$ cat config.mk
export PLATFORM = sky130hd
export DESIGN_NAME = atm_arbiter_flat
export DESIGN_NICKNAME = d
export VERILOG_FILES = /design/src/rtl/atm_arbiter_if.sv /design/src/rtl/atm_arbiter.sv /design/src/flat_wrapper.sv
export SDC_FILE = /design/constraint.sdc
export NUM_CORES = 1
export LEC_CHECK = 0
export CAP_MARGIN = 40
export CORE_UTILIZATION = 45
export DETAILED_ROUTE_END_ITERATION = 16
export PLACE_DENSITY = 0.82
export SLEW_MARGIN = 20
export SYNTH_ARGS = -nofsm -noshare
export SYNTH_HDL_FRONTEND = slang
export SYNTH_SLANG_ARGS = --single-unit
$ cat constraint.sdc
create_clock -name clk -period 9.41 [get_ports clk]
set_clock_uncertainty 0.1 [all_clocks]
set_input_delay 1.4115 -clock clk [delete_from_list [all_inputs] [get_ports clk]]
set_output_delay 1.4115 -clock clk [all_outputs]
set_load 0.05 [all_outputs]
$ cat src/rtl/atm_arbiter_if.sv
// Bus between the four ATM terminals and the shared-balance arbiter.
// The arbiter is the slave; the terminal side (or a testbench) is the master.
interface atm_arbiter_if;
  logic         cargarBalance;
  logic [63:0]  balanceInicial;
  logic [3:0]   req;
  logic [3:0]   tipoTrans;
  logic [127:0] monto;
  logic [3:0]   grant;
  logic [3:0]   ack;
  logic         balanceActualizado;
  logic         entregarDinero;
  logic         fondosInsuficientes;
  logic [63:0]  balance;
  logic         ocupado;

  modport slave (
    input  cargarBalance, balanceInicial, req, tipoTrans, monto,
    output grant, ack, balanceActualizado, entregarDinero, fondosInsuficientes,
           balance, ocupado
  );

  modport master (
    output cargarBalance, balanceInicial, req, tipoTrans, monto,
    input  grant, ack, balanceActualizado, entregarDinero, fondosInsuficientes,
           balance, ocupado
  );
endinterface

$ cat src/rtl/atm_arbiter.sv
// Round-robin arbiter giving four ATM terminals serialized access to one
// shared 64-bit balance; deposits saturate, withdrawals are checked for funds.
module atm_arbiter (
  input logic         clk,
  input logic         rst,
  atm_arbiter_if.slave bus
);

  // One-hot so that any corrupted encoding is recognizable and falls to IDLE.
  typedef enum logic [3:0] {
    IDLE  = 4'b0001,
    GRANT = 4'b0010,
    EXEC  = 4'b0100,
    RESP  = 4'b1000
  } state_t;

  state_t      state, state_nxt;
  logic [1:0]  ptr;
  logic [1:0]  idx;
  logic        retiro_q;
  logic [31:0] monto_q;
  logic [63:0] balance_q;
  logic        upd_q, ent_q, ins_q;

  logic [1:0]  pick;
  logic [1:0]  cand;
  logic        pick_vld;
  logic        start;
  logic [64:0] sum;
  logic        enough;

  // Round-robin search ptr+1 .. ptr+4 (mod 4); the first hit wins.
  always_comb begin
    // NOTE: every always_comb output gets a default first so no latch is inferred.
    pick     = '0;
    pick_vld = 1'b0;
    cand     = '0;
    for (int k = 1; k <= 4; k++) begin
      cand = ptr + k[1:0];
      if (!pick_vld && bus.req[cand]) begin
        pick     = cand;
        pick_vld = 1'b1;
      end
    end
  end

  // A balance load in IDLE takes the cycle and blocks arbitration.
  assign start  = (state == IDLE) && !bus.cargarBalance && pick_vld;
  assign sum    = {1'b0, balance_q} + {33'b0, monto_q};
  assign enough = ({32'b0, monto_q} <= balance_q);

  // State register
  always_ff @(posedge clk) begin
    // NOTE: sequential state uses non-blocking assignments so every register
    // samples the pre-edge values regardless of statement order.
    if (rst) state <= IDLE;
    else     state <= state_nxt;
  end

  // Next-state logic
  always_comb begin
    state_nxt = IDLE;
    case (state)
      IDLE:    state_nxt = start ? GRANT : IDLE;
      GRANT:   state_nxt = EXEC;
      EXEC:    state_nxt = RESP;
      RESP:    state_nxt = IDLE;
      default: state_nxt = IDLE;
    endcase
  end

  // Datapath: operand latch, balance engine, result flags, priority pointer.
  always_ff @(posedge clk) begin
    if (rst) begin
      ptr       <= 2'd3;
      idx       <= '0;
      retiro_q  <= 1'b0;
      monto_q   <= '0;
      balance_q <= '0;
      upd_q     <= 1'b0;
      ent_q     <= 1'b0;
      ins_q     <= 1'b0;
    end else begin
      // Flags live for exactly the RESP cycle that follows EXEC.
      upd_q <= 1'b0;
      ent_q <= 1'b0;
      ins_q <= 1'b0;
      case (state)
        IDLE: begin
          if (bus.cargarBalance) begin
            balance_q <= bus.balanceInicial;
          end else if (pick_vld) begin
            idx      <= pick;
            retiro_q <= bus.tipoTrans[pick];
            monto_q  <= bus.monto[{pick, 5'd0} +: 32];
          end
        end
        EXEC: begin
          if (!retiro_q) begin
            balance_q <= sum[64] ? {64{1'b1}} : sum[63:0];
            upd_q     <= 1'b1;
          end else if (enough) begin
            balance_q <= balance_q - {32'b0, monto_q};
            upd_q     <= 1'b1;
            ent_q     <= 1'b1;
          end else begin
            ins_q     <= 1'b1;
          end
        end
        RESP:    ptr <= idx;
        default: ;
      endcase
    end
  end

  // Output logic
  always_comb begin
    bus.grant   = '0;
    bus.ack     = '0;
    bus.ocupado = (state != IDLE);
    case (state)
      GRANT, EXEC: bus.grant[idx] = 1'b1;
      RESP: begin
        bus.grant[idx] = 1'b1;
        bus.ack[idx]   = 1'b1;
      end
      default: ;
    endcase
  end

  assign bus.balance             = balance_q;
  assign bus.balanceActualizado  = upd_q;
  assign bus.entregarDinero      = ent_q;
  assign bus.fondosInsuficientes = ins_q;

endmodule
$ cat src/flat_wrapper.sv
// flat-port wrapper written by rule: the top's interface ports become plain ports
module atm_arbiter_flat 
  (clk, rst, bus_cargarBalance, bus_balanceInicial, bus_req, bus_tipoTrans, bus_monto, bus_grant, bus_ack, bus_balanceActualizado, bus_entregarDinero, bus_fondosInsuficientes, bus_balance, bus_ocupado);
  atm_arbiter_if bus_i ();
  input logic clk;
  input logic rst;
  input wire logic [$bits(bus_i.cargarBalance)-1:0] bus_cargarBalance;
  input wire logic [$bits(bus_i.balanceInicial)-1:0] bus_balanceInicial;
  input wire logic [$bits(bus_i.req)-1:0] bus_req;
  input wire logic [$bits(bus_i.tipoTrans)-1:0] bus_tipoTrans;
  input wire logic [$bits(bus_i.monto)-1:0] bus_monto;
  output wire logic [$bits(bus_i.grant)-1:0] bus_grant;
  output wire logic [$bits(bus_i.ack)-1:0] bus_ack;
  output wire logic [$bits(bus_i.balanceActualizado)-1:0] bus_balanceActualizado;
  output wire logic [$bits(bus_i.entregarDinero)-1:0] bus_entregarDinero;
  output wire logic [$bits(bus_i.fondosInsuficientes)-1:0] bus_fondosInsuficientes;
  output wire logic [$bits(bus_i.balance)-1:0] bus_balance;
  output wire logic [$bits(bus_i.ocupado)-1:0] bus_ocupado;
  assign bus_i.cargarBalance = bus_cargarBalance;
  assign bus_i.balanceInicial = bus_balanceInicial;
  assign bus_i.req = bus_req;
  assign bus_i.tipoTrans = bus_tipoTrans;
  assign bus_i.monto = bus_monto;
  assign bus_grant = bus_i.grant;
  assign bus_ack = bus_i.ack;
  assign bus_balanceActualizado = bus_i.balanceActualizado;
  assign bus_entregarDinero = bus_i.entregarDinero;
  assign bus_fondosInsuficientes = bus_i.fondosInsuficientes;
  assign bus_balance = bus_i.balance;
  assign bus_ocupado = bus_i.ocupado;
  atm_arbiter u_core (.clk(clk), .rst(rst), .bus(bus_i));
endmodule
==> results_dict.tcl, run 1 <==
set metrics [dict create \
    via_per_inst 6.42 \
    firstDrtPassIters 6 \
    yosys_warnings 0 \
    drtIter0Drc 1343 \
    grt_pass1_vias 12942 \
    clk_latency_ns 0.38 \
    hold_viol_final 0 \
    status "finished, final reports clean" \
    netlist_instances 1631 \
    post_cts_buffers 0 \
    hold_class "reg -> reg" \
    startpoint_type "flip-flop" \
    clk_pin_slew_ns 0.09 \
    grt_pass1_wl_um 71500 \
    ant_nets 0 \
    crit_type "reg -> reg" \
    grt_usage_pct 35.2 \
    gp_congestion 1.01 \
    cts_tree "done" \
    antenna_found_initial 4 \
    cts_max_level 3 \
    setup_viol 0 \
    ys_seq_area_share_pct 19.2 \
    layout_common_cells "clkdlybuf4s50_1, nand2_1, nor2_1, a21oi_1, dfxtp_1" \
    relSlewSlack_pct 39.0 \
    placementRows 57 \
    fin_crit_ns 4.56 \
    nets 2084 \
    vdd_drop_max_v 0.0000759 \
    cts_sinks 108 \
    maxCapViolCount 0 \
    holdWs_ns 0.396 \
    crit_slowest_cell "o31ai_4" \
    n_fill_cell 2330 \
    syn-num-nets 1900 \
    worst_slew_pin_slew_ns 0.915 \
    dpl.cell_count 2126 \
    clockBufferDepth 2 \
    slowest_delay_ns 0.68 \
    dp_hpwl_um 34700 \
    route.vias.total 13797 \
    synthFlopType "dfxtp_1" \
    period_share_pct 48.4 \
    regArea_um2 2160 \
    grt_max_degree 68 \
    critPathLaunch "u_core.monto_q[15]" \
    synth_edf_count 0 \
    rsz0062_at_grt "false" \
    endpoint_kind "flip-flop" \
    hold_path.startpoint "u_core.bus.balance[17]" \
    synth_cell_type_count 93 \
    worstPathCellList "inv_1 -> ha_1 -> nor4_1 -> o2111a_1 -> a211oi_1 -> o311a_1 -> or2_1 -> o31ai_4 -> buf_4 -> a31oi_1 -> or3_1 -> a41oi_1" \
    path_buf_inv 2 \
    core_um2 24500 \
    post-route-util_pct 59.1 \
    mostFrequentLayoutCell "clkdlybuf4s50_1" \
    io_pins 279 \
    area_growth_pct 28.1 \
    leakage_nw 5.36 \
    grt_overflow_total 0 \
    crit_required_ns 9.61 \
    path_delay_family "compound AO/OA/AOI/OAI gates" \
    drcViolationCount 0 \
    multi_input_area_um2 8290 \
    maxSlewViolCount 0 \
    stdcell_count 2148 \
    path_max_fanout 21 \
    ys_async_sr_fraction_pct 0 \
    numPortBuffers 278 \
    hold_buffers 0 \
    wire_per_inst_um 21.6 \
    setup_tns_ns 0 \
    powerDensity_nw_per_um2 128 \
    ys_ff_latch 108 \
    cts-root-buf "clkbuf_16" \
    initial_core_util_pct 46.1 \
    max_freq_ghz 0.219 \
    worstPathArrival_ns 4.76 \
    total_power_mw 1.85 \
    die_w_um 160 \
    ctsResizeCount 0 \
    avgSynthCellArea_um2 6.92 \
    synth_area_um2 11300 \
    die_h_um 160 \
    numCtsBuffers 9 \
    die-area_um2 25700 \
    r2r-start "u_core.monto_q[15]" \
    drt_wl_total_um 46400 \
    drive_gt1_share_pct 4.67 \
]
## flip-flops by register name (all words and copies together), names as in the netlist
signal / flops
u_core.bus.balance: 64
u_core.monto_q: 32
u_core.state: 4
u_core.idx: 2
u_core.ptr: 2
u_core.bus.balanceActualizado: 1
u_core.bus.entregarDinero: 1
u_core.bus.fondosInsuficientes: 1
u_core.retiro_q: 1
## Yosys cell counts (9+ instances only)
library cell,n,area [um2]
dfxtp_1,108,2160
o21bai_1,14,105
o211ai_1,13,97.6
o22ai_1,9,56.3
o21ai_0,89,445
nor2b_1,16,100
inv_1,83,312
nand2b_1,15,93.8
a21oi_1,149,746
and2_1,35,219
o221ai_1,23,201
nor4_1,26,163
a221oi_1,14,123
nand4_1,21,131
xor2_1,9,78.8
nor3_1,55,275
and3_1,17,106
a211oi_1,63,473
a31o_2,9,78.8
clkbuf_1,94,353
nor2_1,160,601
nand2_1,179,672
mux2i_1,15,150
or3_1,20,125
a31oi_1,22,138
buf_2,27,135
a21o_1,13,97.6
xnor2_1,37,324
o31ai_1,16,120
nand3_1,41,205
a311oi_1,38,333
ha_1,64,801
## cell type report
| type | instances | area share [%] |
|---|---|---|
| Multi-Input combinational cell | 1310 | 57.3 |
| Timing Repair Buffer | 301 | 20.6 |
| Inverter | 85 | 2.21 |
| Clock inverter | 6 | 0.389 |
| Sequential cell | 108 | 15.0 |
| Clock buffer | 10 | 1.65 |
| Tap cell | 324 | 2.80 |
| Antenna cell | 4 | 0.0692 |
## per-stage QoR
stage               setup slack (ns)  instance area [um2]
floorplan                       5.92                11300
global placement                5.04                14100
detailed placement              5.01                14100
CTS                             4.97                14400
global route                    4.65                14500
finish                          4.85                14500
## tightest hold or removal path, cell delays in order, from the launching register on
cell and delay, ns:
dfxtp_1 0.34, nand2_1 0.06, a21oi_1 0.05
## cell families (layout without fill, tap and decap cells)
| logic type | Yosys count | in the layout | synth area share [%] |
|---|---|---|---|
| compound gates | 551 | 551 | 33.3 |
| xor+xnor | 46 | 46 | 3.57 |
| fa+ha+maj | 66 | 66 | 7.45 |
| buf+inv | 213 | 402 | 7.72 |
| flops | 108 | 108 | 19.2 |
| mux | 17 | 17 | 1.53 |
| other cells | 0 | 4 | 0 |
| simple gates | 630 | 630 | 27.3 |
## power by group
part,switching (mW),leakage (nW),internal [mW]
Sequential,0.0616,0.887,0.493
Combinational,0.553,4.33,0.340
Clock,0.208,0.143,0.193
## final timing paths
path                             to  slack, ns  cells after the start
max          u_core.bus.balance[47]       4.85                     12
min          u_core.bus.balance[17]       0.40                      2
max reg2reg  u_core.bus.balance[47]       4.85                     12
min reg2reg  u_core.bus.balance[17]       0.40                      2
## routing by layer
layer | wire length (um) | vias up | global-route usage [%]
met3 | 4730 | 147 | 6.97
met4 | 2070 | 0 | 17.0
met2 | 20600 | 857 | 56.2
li1 | - | 6384 | -
met5 | 0 | - | 0
met1 | 19000 | 6409 | 45.3
(Power assumes the default switching activity.)
==> run 2, diff against run 1 <==
--- a/config.mk
+++ b/config.mk
@@ -8,7 +8,7 @@
 export CAP_MARGIN = 40
 export CORE_UTILIZATION = 45
 export DETAILED_ROUTE_END_ITERATION = 16
-export PLACE_DENSITY = 0.82
+export PLACE_DENSITY = 0.85
 export SLEW_MARGIN = 20
 export SYNTH_ARGS = -nofsm -noshare
 export SYNTH_HDL_FRONTEND = slang
==> constraint.sdc (replaced) <==
create_clock -name clk -period 3.9 [get_ports clk]
set_clock_uncertainty 0.1 [all_clocks]
set_input_delay 0.585 -clock clk [delete_from_list [all_inputs] [get_ports clk]]
set_output_delay 0.585 -clock clk [all_outputs]
set_load 0.05 [all_outputs]
==> results_dict.tcl, run 2 (synthesis gave the netlist of run 1 again) <==
set metrics [dict create \
    crit_top_cell "nand3_1" \
    grt_pass1_wl_um 74700 \
    cts_max_level 3 \
    firstDrtPassIters 6 \
    clockBufferDepth 2 \
    gp_congestion 1.03 \
    grt_max_degree 68 \
    vdd_drop_max_v 0.000203 \
    dp_hpwl_um 38300 \
    io_pins 279 \
    slowest_delay_ns 0.75 \
    worstPathArrival_ns 3.94 \
    relSlewSlack_pct 33.2 \
    grt_overflow_total 0 \
    drtIter0Drc 1611 \
    numCtsBuffers 9 \
    hold_class "reg -> reg" \
    die_h_um 160 \
    area_growth_pct 36.4 \
    clk_latency_ns 0.38 \
    hold_viol_final 0 \
    grt_pass1_vias 13390 \
    cts_sinks 108 \
    nets 2191 \
    path_max_fanout 10 \
    cts-root-buf "clkbuf_16" \
    crit_slowest_cell "nor3_2" \
    layout_common_cells "clkdlybuf4s50_1, nand2_1, nor2_1, a21oi_1, buf_4" \
    drive_gt1_share_pct 10.4 \
    endpoint_kind "flip-flop" \
    die_w_um 160 \
    maxCapViolCount 0 \
    design_area_um2 15400 \
    largest_reg_flops 64 \
    setup_viol 0 \
    crit_required_ns 4.06 \
    initial_core_util_pct 46.1 \
    maxSlewViolCount 0 \
    startpoint_type "flip-flop" \
    status "finished, final reports clean" \
    numPortBuffers 278 \
    die-area_um2 25700 \
    drcViolationCount 0 \
    via_per_inst 6.34 \
    ant_nets 0 \
    wire_per_inst_um 21.7 \
    route.vias.total 14300 \
    powerDensity_nw_per_um2 308 \
    antenna_found_initial 4 \
    grt_usage_pct 36.9 \
    worst_slew_pin_slew_ns 0.995 \
    mostFrequentLayoutCell "clkdlybuf4s50_1" \
    worstPathCellList "inv_1 -> ha_1 -> nor2b_1 -> o211ai_1 -> nand3_1 -> a211oi_1 -> buf_4 -> o311a_4 -> nor3_2 -> nand3_1 -> mux2i_1 -> nor2_1 -> o31a_1" \
    total_power_mw 4.74 \
    path_buf_inv 2 \
    drt_wl_total_um 48900 \
    clk_pin_slew_ns 0.08 \
    fin_crit_ns 3.78 \
    cts_tree "done" \
    placedInstanceArea_um2 15000 \
    path_delay_family "simple AND/OR/NAND/NOR gates" \
    post-route-util_pct 62.9 \
    core_um2 24500 \
    leakage_nw 5.93 \
    crit_type "reg -> reg" \
    period_share_pct 97.0 \
    placementRows 57 \
    max_freq_ghz 0.264 \
]
run 2: cell count changes in the layout (fill, tap and decap cells not counted), sizes merged:
cell and change:
buf +108, bufinv +1, clkbuf -2, clkinv +1, clkinvlp -1
run 2: layout make-up:
class,instances,area [um2]
multi-input combinational,1310,8350
sequential,108,2160
tap,324,405
fill,2245,9060
inverter,85,319
clock buffer,9,225
clock inverter,7,92.6
timing repair buffer,408,3830
antenna,4,10.0
run 2: stage by stage:
stage | setup TNS, ns | instances | worst slack [ns] | hold slack, ns
2_1_floorplan | 0 | 1631 | 0.406 | 0.384
3_3_place_gp | -0.191 | 2230 | -0.0431 | 0.384
3_5_place_dp | -0.757 | 2232 | -0.158 | 0.392
4_1_cts | 0 | 2248 | 0.00940 | 0.406
5_1_grt | -0.0121 | 2255 | -0.0121 | 0.440
6_report | 0 | 2255 | 0.119 | 0.409
run 2: worst paths after layout:
path	startpoint	end	slack (ns)	cells past startpoint
hold / removal	u_core.bus.balance[10]	u_core.bus.balance[10]	0.41	2
setup / recovery	u_core.monto_q[2]	u_core.bus.balance[62]	0.12	13
hold reg to reg	u_core.bus.balance[10]	u_core.bus.balance[10]	0.41	2
setup reg to reg	u_core.monto_q[2]	u_core.bus.balance[62]	0.12	13
run 2: where the power goes:
part	switching, mW	internal [mW]	leakage, nW	total, mW
registers	0.123	1.19	0.887	1.31
logic	1.42	0.963	4.88	2.38
clock network	0.526	0.517	0.155	1.04
total	2.07	2.67	5.93	4.74
run 2: worst register-to-register path, delay by kind of cell (launching register included):
kind | cells | cell delay [ns]
muxes | 1 | 0.20
and+or+nand+nor | 5 | 1.39
buffers and inverters | 2 | 0.22
DFF | 1 | 0.37
AOI/OAI and AO/OA | 4 | 0.99
adders and majority gates | 1 | 0.39
run 2: per-layer routing:
layer	share of wire, %	GRT usage [%]	up-vias
met5	0	0	-
met4	3.3	15.3	0
met3	9.4	7.46	116
met2	46	60.3	813
met1	42	47.2	6750
li1	-	-	6621
run 2: what timing repair did:
action,in CTS,in global routing
hold buffers,0,0
setup buffers,0,2
cloned,0,0
endpoints found under the setup margin,11,29
pin swaps,0,5
gates resized for setup,2,13
hold endpoints to repair,0,0
